<file path="src/rtl/reg_file_mp.sv">
// Multi-port register file: two write ports, two combinational read ports, optional
// write-to-read forwarding, optional hardwired-zero register 0 and a sequential clear
// sweep that zeroes one register per cycle.
//
// Ports:
//   CLK            clock, all state changes on the rising edge
//   RESET          synchronous active-high reset, aborts any sweep
//   WE0/WE1        write enables (port 1 wins on an address collision)
//   WADDR0/WADDR1  write addresses
//   WDATA0/WDATA1  write data
//   RADDR1/RADDR2  read addresses
//   RDATA1/RDATA2  read data (combinational)
//   CLEAR          start a clear sweep (ignored while BUSY)
//   BUSY           high while the sweep is in progress
//   VALID          per-register "written since last reset/clear" flags
module reg_file_mp #(
  parameter int unsigned DATA_W   = 8,
  parameter int unsigned ADDR_W   = 3,
  parameter int unsigned BYPASS   = 1,
  parameter int unsigned ZERO_REG = 0
) (
  input  logic                 CLK,
  input  logic                 RESET,
  input  logic                 WE0,
  input  logic                 WE1,
  input  logic [ADDR_W-1:0]    WADDR0,
  input  logic [ADDR_W-1:0]    WADDR1,
  input  logic [DATA_W-1:0]    WDATA0,
  input  logic [DATA_W-1:0]    WDATA1,
  input  logic [ADDR_W-1:0]    RADDR1,
  input  logic [ADDR_W-1:0]    RADDR2,
  output logic [DATA_W-1:0]    RDATA1,
  output logic [DATA_W-1:0]    RDATA2,
  input  logic                 CLEAR,
  output logic                 BUSY,
  output logic [2**ADDR_W-1:0] VALID
);

  localparam int unsigned DEPTH = 2 ** ADDR_W;

  typedef enum logic {StIdle, StSweep} state_e;

  state_e              state_q, state_d;
  logic [ADDR_W-1:0]   cnt_q, cnt_d;
  logic [DATA_W-1:0]   regs_q [DEPTH];
  logic [DATA_W-1:0]   regs_d [DEPTH];
  logic [DEPTH-1:0]    valid_q, valid_d;

  logic busy;
  logic wr_en0, wr_en1;
  logic zero_en;

  assign busy    = (state_q == StSweep);
  assign zero_en = (ZERO_REG != 0);

  // Qualified write enables: no writes while sweeping, none to a hardwired register 0.
  assign wr_en0 = WE0 && !busy && !(zero_en && (WADDR0 == '0));
  assign wr_en1 = WE1 && !busy && !(zero_en && (WADDR1 == '0));

  // Next-state: sweep FSM, register contents and valid flags.
  always_comb begin
    state_d = state_q;
    cnt_d   = cnt_q;
    regs_d  = regs_q;
    valid_d = valid_q;

    if (RESET) begin
      state_d = StIdle;
      cnt_d   = '0;
      regs_d  = '{default: '0};
      valid_d = '0;
    end else begin
      unique case (state_q)
        StIdle: begin
          // Port 0 first so port 1 overwrites on a collision.
          if (wr_en0) begin
            regs_d[WADDR0]  = WDATA0;
            valid_d[WADDR0] = 1'b1;
          end
          if (wr_en1) begin
            regs_d[WADDR1]  = WDATA1;
            valid_d[WADDR1] = 1'b1;
          end
          if (CLEAR) begin
            state_d = StSweep;
            cnt_d   = '0;
          end
        end
        StSweep: begin
          regs_d[cnt_q]  = '0;
          valid_d[cnt_q] = 1'b0;
          if (cnt_q == ADDR_W'(DEPTH - 1)) begin
            state_d = StIdle;
            cnt_d   = '0;
          end else begin
            cnt_d = cnt_q + ADDR_W'(1);
          end
        end
        default: state_d = StIdle;
      endcase
    end
  end

  always_ff @(posedge CLK) begin
    state_q <= state_d;
    cnt_q   <= cnt_d;
    regs_q  <= regs_d;
    valid_q <= valid_d;
  end

  // Read port 1; port 1 write data takes precedence over port 0 when both forward.
  always_comb begin
    RDATA1 = regs_q[RADDR1];
    if (BYPASS != 0) begin
      if (wr_en1 && (WADDR1 == RADDR1)) begin
        RDATA1 = WDATA1;
      end else if (wr_en0 && (WADDR0 == RADDR1)) begin
        RDATA1 = WDATA0;
      end
    end
    if (zero_en && (RADDR1 == '0)) begin
      RDATA1 = '0;
    end
  end

  // Read port 2, same forwarding rules as port 1.
  always_comb begin
    RDATA2 = regs_q[RADDR2];
    if (BYPASS != 0) begin
      if (wr_en1 && (WADDR1 == RADDR2)) begin
        RDATA2 = WDATA1;
      end else if (wr_en0 && (WADDR0 == RADDR2)) begin
        RDATA2 = WDATA0;
      end
    end
    if (zero_en && (RADDR2 == '0)) begin
      RDATA2 = '0;
    end
  end

  assign BUSY  = busy;
  assign VALID = valid_q;

endmodule

</file>
<file path="config.mk">
export PLATFORM = sky130hd
export DESIGN_NAME = reg_file_mp
export DESIGN_NICKNAME = d
export VERILOG_FILES = /design/src/rtl/reg_file_mp.sv
export SDC_FILE = /design/constraint.sdc
export NUM_CORES = 1
export LEC_CHECK = 0
export ABC_AREA = 1
export CAP_MARGIN = 0
export CORE_ASPECT_RATIO = 1.4
export CORE_MARGIN = 2
export CORE_UTILIZATION = 54
export CTS_CLUSTER_SIZE = 20
export DETAILED_ROUTE_END_ITERATION = 12
export PLACE_DENSITY = 0.76
export RECOVER_POWER = 25
export SLEW_MARGIN = 20
export SYNTH_ARGS = -nofsm -noshare
export SYNTH_HDL_FRONTEND = slang
export SYNTH_SLANG_ARGS = --single-unit
</file>
<file path="constraint.sdc">
create_clock -name CLK -period 3.9 [get_ports CLK]
set_input_delay 0.585 -clock CLK [delete_from_list [all_inputs] [get_ports CLK]]
set_output_delay 0.585 -clock CLK [all_outputs]
set_load 0.005 [all_outputs]
</file>
==> results of run 1 <==
## Yosys cell counts, types with 4 or more instances
| cell | number |
|---|---|
| clkbuf_1 | 35 |
| nand2_2 | 4 |
| nand4_1 | 8 |
| o21ai_1 | 4 |
| nand3_1 | 206 |
| buf_2 | 12 |
| nor2_1 | 47 |
| buf_4 | 5 |
| inv_1 | 86 |
| o21ai_0 | 51 |
| nor3_1 | 11 |
| a21oi_1 | 111 |
| nor2_4 | 10 |
| nor2_2 | 4 |
| dfxtp_1 | 76 |
| nand2_1 | 401 |
| inv_2 | 18 |
## per-layer routing
metal | vias to the layer above | track usage | wire (um)
met4 | 0 | 0.309 | 2070
met1 | 3435 | 0.563 | 9730
met2 | 578 | 0.664 | 11600
met5 | - | 0 | 0
li1 | 3703 | - | -
met3 | 130 | 0.0665 | 2930
## critical path: stages (launching register included)
cell and delay, ns:
dfxtp_1 0.48, clkbuf_1 1.40, clkdlybuf4s50_1 0.75
## power by group through the flow
stage	registers, mW	clock network, mW	logic [mW]
detailed placement	0.861	0	0.557
floorplan	0.843	0	0.339
finish	0.847	0.866	0.573
CTS	0.844	0.857	0.558
global route	0.848	0.882	0.620
global placement	0.861	0	0.554
## final timing paths
| check | endpoint | slack (ns) | cells after the start |
|---|---|---|---|
| max | BUSY | 0.33 | 2 |
| min | VALID[6] | 0.48 | 2 |
| max reg2reg | regs_q[41] | 1.04 | 5 |
| min reg2reg | VALID[6] | 0.48 | 2 |
## stage by stage
stage                     setup WS (ns)  total power, mW
final                             0.329             2.28
after global routing              0.200             2.35
after CTS                         0.539             2.26
after detailed placement          0.538             1.42
after global placement            0.546             1.42
after floorplan                    1.78             1.18
## state kept, by name, summed over array words and instances (netlist names)
name / count
BUSY: 1
VALID: 8
cnt_q: 3
regs_q: 64
## layout make-up
type / count / area [um^2] / area share
Inverter: 107 / 402 / 0.0564
Clock buffer: 10 / 239 / 0.0336
Tap cell: 144 / 180 / 0.0253
Sequential cell: 76 / 1520 / 0.214
Multi-Input combinational cell: 874 / 3970 / 0.557
Clock inverter: 6 / 50.0 / 0.00703
Timing Repair Buffer: 83 / 757 / 0.106
## cell families after synthesis
family	after synthesis
compound gates	175
fa+ha+maj	2
flops	76
buf+inv	165
simple gates	694
xor+xnor	3
==> results.yml, run 1 <==
synth:
  yosys.area_share.simple: 0.489
  synth_flop_cell: "dfxtp_1"
  avgSynthCellArea_um2: 5.54
  synth_compound_area_frac: 0.145
  yosysWarnings: 0
  synth_xor_area_frac: 0.00546
  syn_area_um2: 6180
  synth_edf_count: 0
  seq_area_frac_synth: 0.246
  synth_area_leader_cell: "dfxtp_1"
  ys_types: 32
  async_flop_share: 0
  synth_top_family_by_area: "simple AND/OR/NAND/NOR gates"
  syn-num-nets: 1150
  synth_top_cell_area_share: 0.246
  syn-instance-count: 1115
  yosys.area_share.adder: 0.00405
  synthMuxAreaShare: 0
  synth-seq-cells: 76
  netlist_top_cells_area: "dfxtp_1, nand2_1, nand3_1"
cells_and_area:
  stdcell_count: 1300
  areaGrowthSynthToFinish_pct: 15.1
  drive_gt1_frac: 0.0701
  final.fill_count: 1160
  final_common_cell: "nand2_1"
  fin_nets: 1186
  design_area_um2: 7120
  mostFrequentLayoutCells: "nand2_1, nand3_1, a21oi_1"
  final_core_util: 0.634
  diodes: 0
floorplan:
  rows: 46
  start_util: 0.551
  io_pins: 58
  fp.dieW_um: 94.4
  die_h_um: 131
  dieArea_um2: 12300
  coreArea_um2: 11200
global_route:
  grt_pass1_vias: 6885
  antenna_found_initial: 0
  grt_max_degree: 45
  grt.total_usage: 0.436
  grt-ovfl-total: 0
  grt_pass1_wl_mm: 40.0
routing:
  drt_iter0_drc: 1181
  vias_per_cell: 6.04
  first_pass_iters: 6
  wirelength_mm: 26.4
  ant_nets: 0
  via_count: 7846
  wl_per_cell_um: 20.3
  drc: 0
run:
  maxCapViolCount: 1
clock_network:
  cts-root-buf: "clkbuf_16"
  cts-htree-levels: 3
  holdBufCountCts: 0
  post_cts_resized: 0
  cts_tree: "done"
  clockBufferDepth: 2
  cts_made_buffers: 9
  clkTransAtPathRegs_ns: 0.06
  cts_setup_buffers: 0
  cts.sink_count: 76
  clock_latency_ns: 0.36
power_and_ir_drop:
  p_leak_nw: 3.06
  powerDensity_nw_per_um2: 321
  p_seq_frac: 0.371
  ir_drop_uv: 211
  power_frac_clock: 0.379
  combPwrFrac: 0.251
  power.switching_uw: 814
  swShare: 0.356
  p_int_mw: 1.47
worst_setup_path:
  timing.rr.start: "BUSY"
  critPathArrivalTime_ns: 2.99
  cp_max_fo: 44
  crit_path_end_kind: "output pin"
  startpoint: "BUSY"
  crit_type: "reg2out"
  cp-start-kind: "flop"
  cp.required_ns: 3.31
min_path:
  min_from: "VALID[6]"
  hp-class: "reg2reg"
sta:
  clock_skew_ns: 0.0132
  worst_slew_pin_slew_ns: 1.91
  grt_setup_unrepaired: "no"
  whs_ns: 0.477
  finalHoldViolations: 0
  drv_slew: 45
  setup_violations: 0
  tns_ns: 0
  final.period_utilization: 0.916
  period_needed_ns: 3.57
  timing.fmax_ghz: 0.280
  slew_headroom: -0.275
placed_design:
  port_buffers: 57
  placed_cells: 1284
  dpl.hpwl_mm: 19.1
  gp_congestion: 1.10
  dpl_cell_area_um2: 6850
run_status:
  status: "complete, but fails checks"
  violations: "max-capacitance violations, max-slew violations"
Power figures use the tool's default switching activity.
==> run 2, diff against run 1 <==
--- a/config.mk
+++ b/config.mk
@@ -13,7 +13,7 @@
 export CTS_CLUSTER_SIZE = 20
 export DETAILED_ROUTE_END_ITERATION = 12
 export PLACE_DENSITY = 0.76
-export RECOVER_POWER = 25
+export SETUP_SLACK_MARGIN = 0.2
 export SLEW_MARGIN = 20
 export SYNTH_ARGS = -nofsm -noshare
 export SYNTH_HDL_FRONTEND = slang
==> run 2 against run 1 <==
  * The flow now finishes without violations
  * Critical path depth rose by 7
  * Highest routed layer unchanged
  * Fmax rose by 5.4%
  * Clock power is essentially flat
  * Die area did not move
  * Sequential power is essentially flat
  * Non-clock buffer count is the same
  * Count of clock-buffer cells in the layout unchanged
==> results.yml, run 2 (same netlist as run 1, synthesis figures left out) <==
routing:
  ant_nets: 0
  vias_per_cell: 6.02
  drc: 0
  wl_per_cell_um: 20.3
  drt_iter0_drc: 1162
  via_count: 7822
  first_pass_iters: 6
  wirelength_mm: 26.3
clock_network:
  post_cts_resized: 0
  clock_latency_ns: 0.36
  cts_setup_buffers: 0
  cts_made_buffers: 9
  cts.sink_count: 76
  clockBufferDepth: 2
  cts_tree: "done"
  clkTransAtPathRegs_ns: 0.06
  holdBufCountCts: 0
  cts-htree-levels: 3
  cts-root-buf: "clkbuf_16"
floorplan:
  die_h_um: 131
  io_pins: 58
  fp.dieW_um: 94.4
  dieArea_um2: 12300
  rows: 46
  start_util: 0.551
  coreArea_um2: 11200
cells_and_area:
  final_common_cell: "nand2_1"
  design_area_um2: 7140
  drive_gt1_frac: 0.0727
  largest_reg_flops: 64
  mostFrequentLayoutCells: "nand2_1, nand3_1, a21oi_1"
  largest-register: "regs_q"
  diodes: 0
  regArea_um2: 1520
  final.fill_count: 1155
  fin_nets: 1186
  multi_input_area_um2: 3980
  areaGrowthSynthToFinish_pct: 15.4
power_and_ir_drop:
  swShare: 0.357
  ir_drop_uv: 210
  powerDensity_nw_per_um2: 321
  power.switching_uw: 817
  p_int_mw: 1.47
  combPwrFrac: 0.250
  p_seq_frac: 0.370
  power_frac_clock: 0.380
  p_leak_nw: 3.04
sta:
  finalHoldViolations: 0
  period_needed_ns: 3.39
  tns_ns: 0
  timing.fmax_ghz: 0.295
  setup_violations: 0
  grt_setup_unrepaired: "no"
  final.period_utilization: 0.869
  slew_headroom: 0.386
  drv_slew: 0
  clock_skew_ns: 0.00975
  worst_slew_pin_slew_ns: 0.917
worst_setup_path:
  regToRegEndpoint: "regs_q[63]"
  startpoint: "RADDR1[0]"
  timing.rr.start: "BUSY"
  slowest_stage: "clkdlybuf4s50_1"
  crit_type: "in2out"
  critPathArrivalTime_ns: 2.80
  crit_end: "RDATA1[7]"
  cp.required_ns: 3.31
  r2r_slack_ns: 1.63
  worst_path_largest_cell_delay_ns: 0.67
  worstRegToRegCells: 9
  cp-start-kind: "input pin"
  path_cells: "clkdlybuf4s50_1 > buf_4 > nor2_1 > nor2_1 > o21ai_0 > nand3_1 > nand3_1 > a21oi_1 > clkdlybuf4s50_1"
  crit_path_end_kind: "output pin"
  cp_max_fo: 35
run_status:
  status: "complete, no violations"
min_path:
  hp-class: "reg2reg"
global_route:
  grt.total_usage: 0.436
  grt_pass1_vias: 6885
  antenna_found_initial: 0
  grt_pass1_wl_mm: 40.0
  grt-ovfl-total: 0
  grt_max_degree: 45
placed_design:
  dpl_cell_area_um2: 6850
  dpl.hpwl_mm: 19.1
  port_buffers: 57
  gp_congestion: 1.10
run:
  maxCapViolCount: 0
==> run 2: changes by cell type in the layout (fill, tap and decap cells not counted), sizes merged <==
| cell | change |
|---|---|
| clkbuf | -1 |
| clkdlybuf4s50 | +9 |
| buf | +1 |
| dlygate4sd3 | -9 |
==> run 2: critical path, delay by kind of cell <==
kind | cells | cell delay (ns)
buffers and inverters | 3 | 1.60
and+or+nand+nor | 4 | 0.36
AOI/OAI and AO/OA | 2 | 0.24
==> run 2: layout make-up <==
class,count,area share
Clock buffer,10,0.0335
Tap cell,144,0.0252
Multi-Input combinational cell,874,0.558
Inverter,107,0.0563
Timing Repair Buffer,83,0.107
Clock inverter,6,0.00701
Sequential cell,76,0.213
==> run 2: power by group through the flow <==
stage,logic [mW],registers (mW),clock network [mW]
5_1_grt,0.621,0.848,0.882
4_1_cts,0.558,0.844,0.857
3_5_place_dp,0.557,0.861,0
3_3_place_gp,0.554,0.861,0
6_report,0.573,0.847,0.868
2_1_floorplan,0.339,0.843,0
==> run 2: metrics by stage <==
step           cells  total power, mW  setup slack [ns]  utilization  hold WS (ns)
5_1_grt         1300             2.35             0.364        0.636         0.509
4_1_cts         1300             2.26             0.539        0.636         0.478
6_report        1300             2.29             0.512        0.636         0.483
2_1_floorplan   1115             1.18              1.78            -         0.458
3_3_place_gp    1284             1.42             0.546        0.610         0.464
3_5_place_dp    1284             1.42             0.538        0.610         0.469
==> run 2: worst min-delay path by stage <==
stage	startpoint	end	slack, ns	depth (start not counted)
4_1_cts	VALID[0]	VALID[0]	0.48	2
3_3_place_gp	VALID[0]	VALID[0]	0.46	2
2_1_floorplan	regs_q[14]	regs_q[14]	0.46	2
3_5_place_dp	VALID[0]	VALID[0]	0.47	2
5_1_grt	regs_q[24]	regs_q[24]	0.51	2
6_report	VALID[6]	VALID[6]	0.48	2
==> run 2: routing by layer <==
layer  GRT usage  wire length, um  vias up
met1       0.563             9750     3412
met4       0.309             2190        0
met2       0.664            11500      571
met5           0                0        -
met3      0.0665             2890      140
li1            -                -     3699
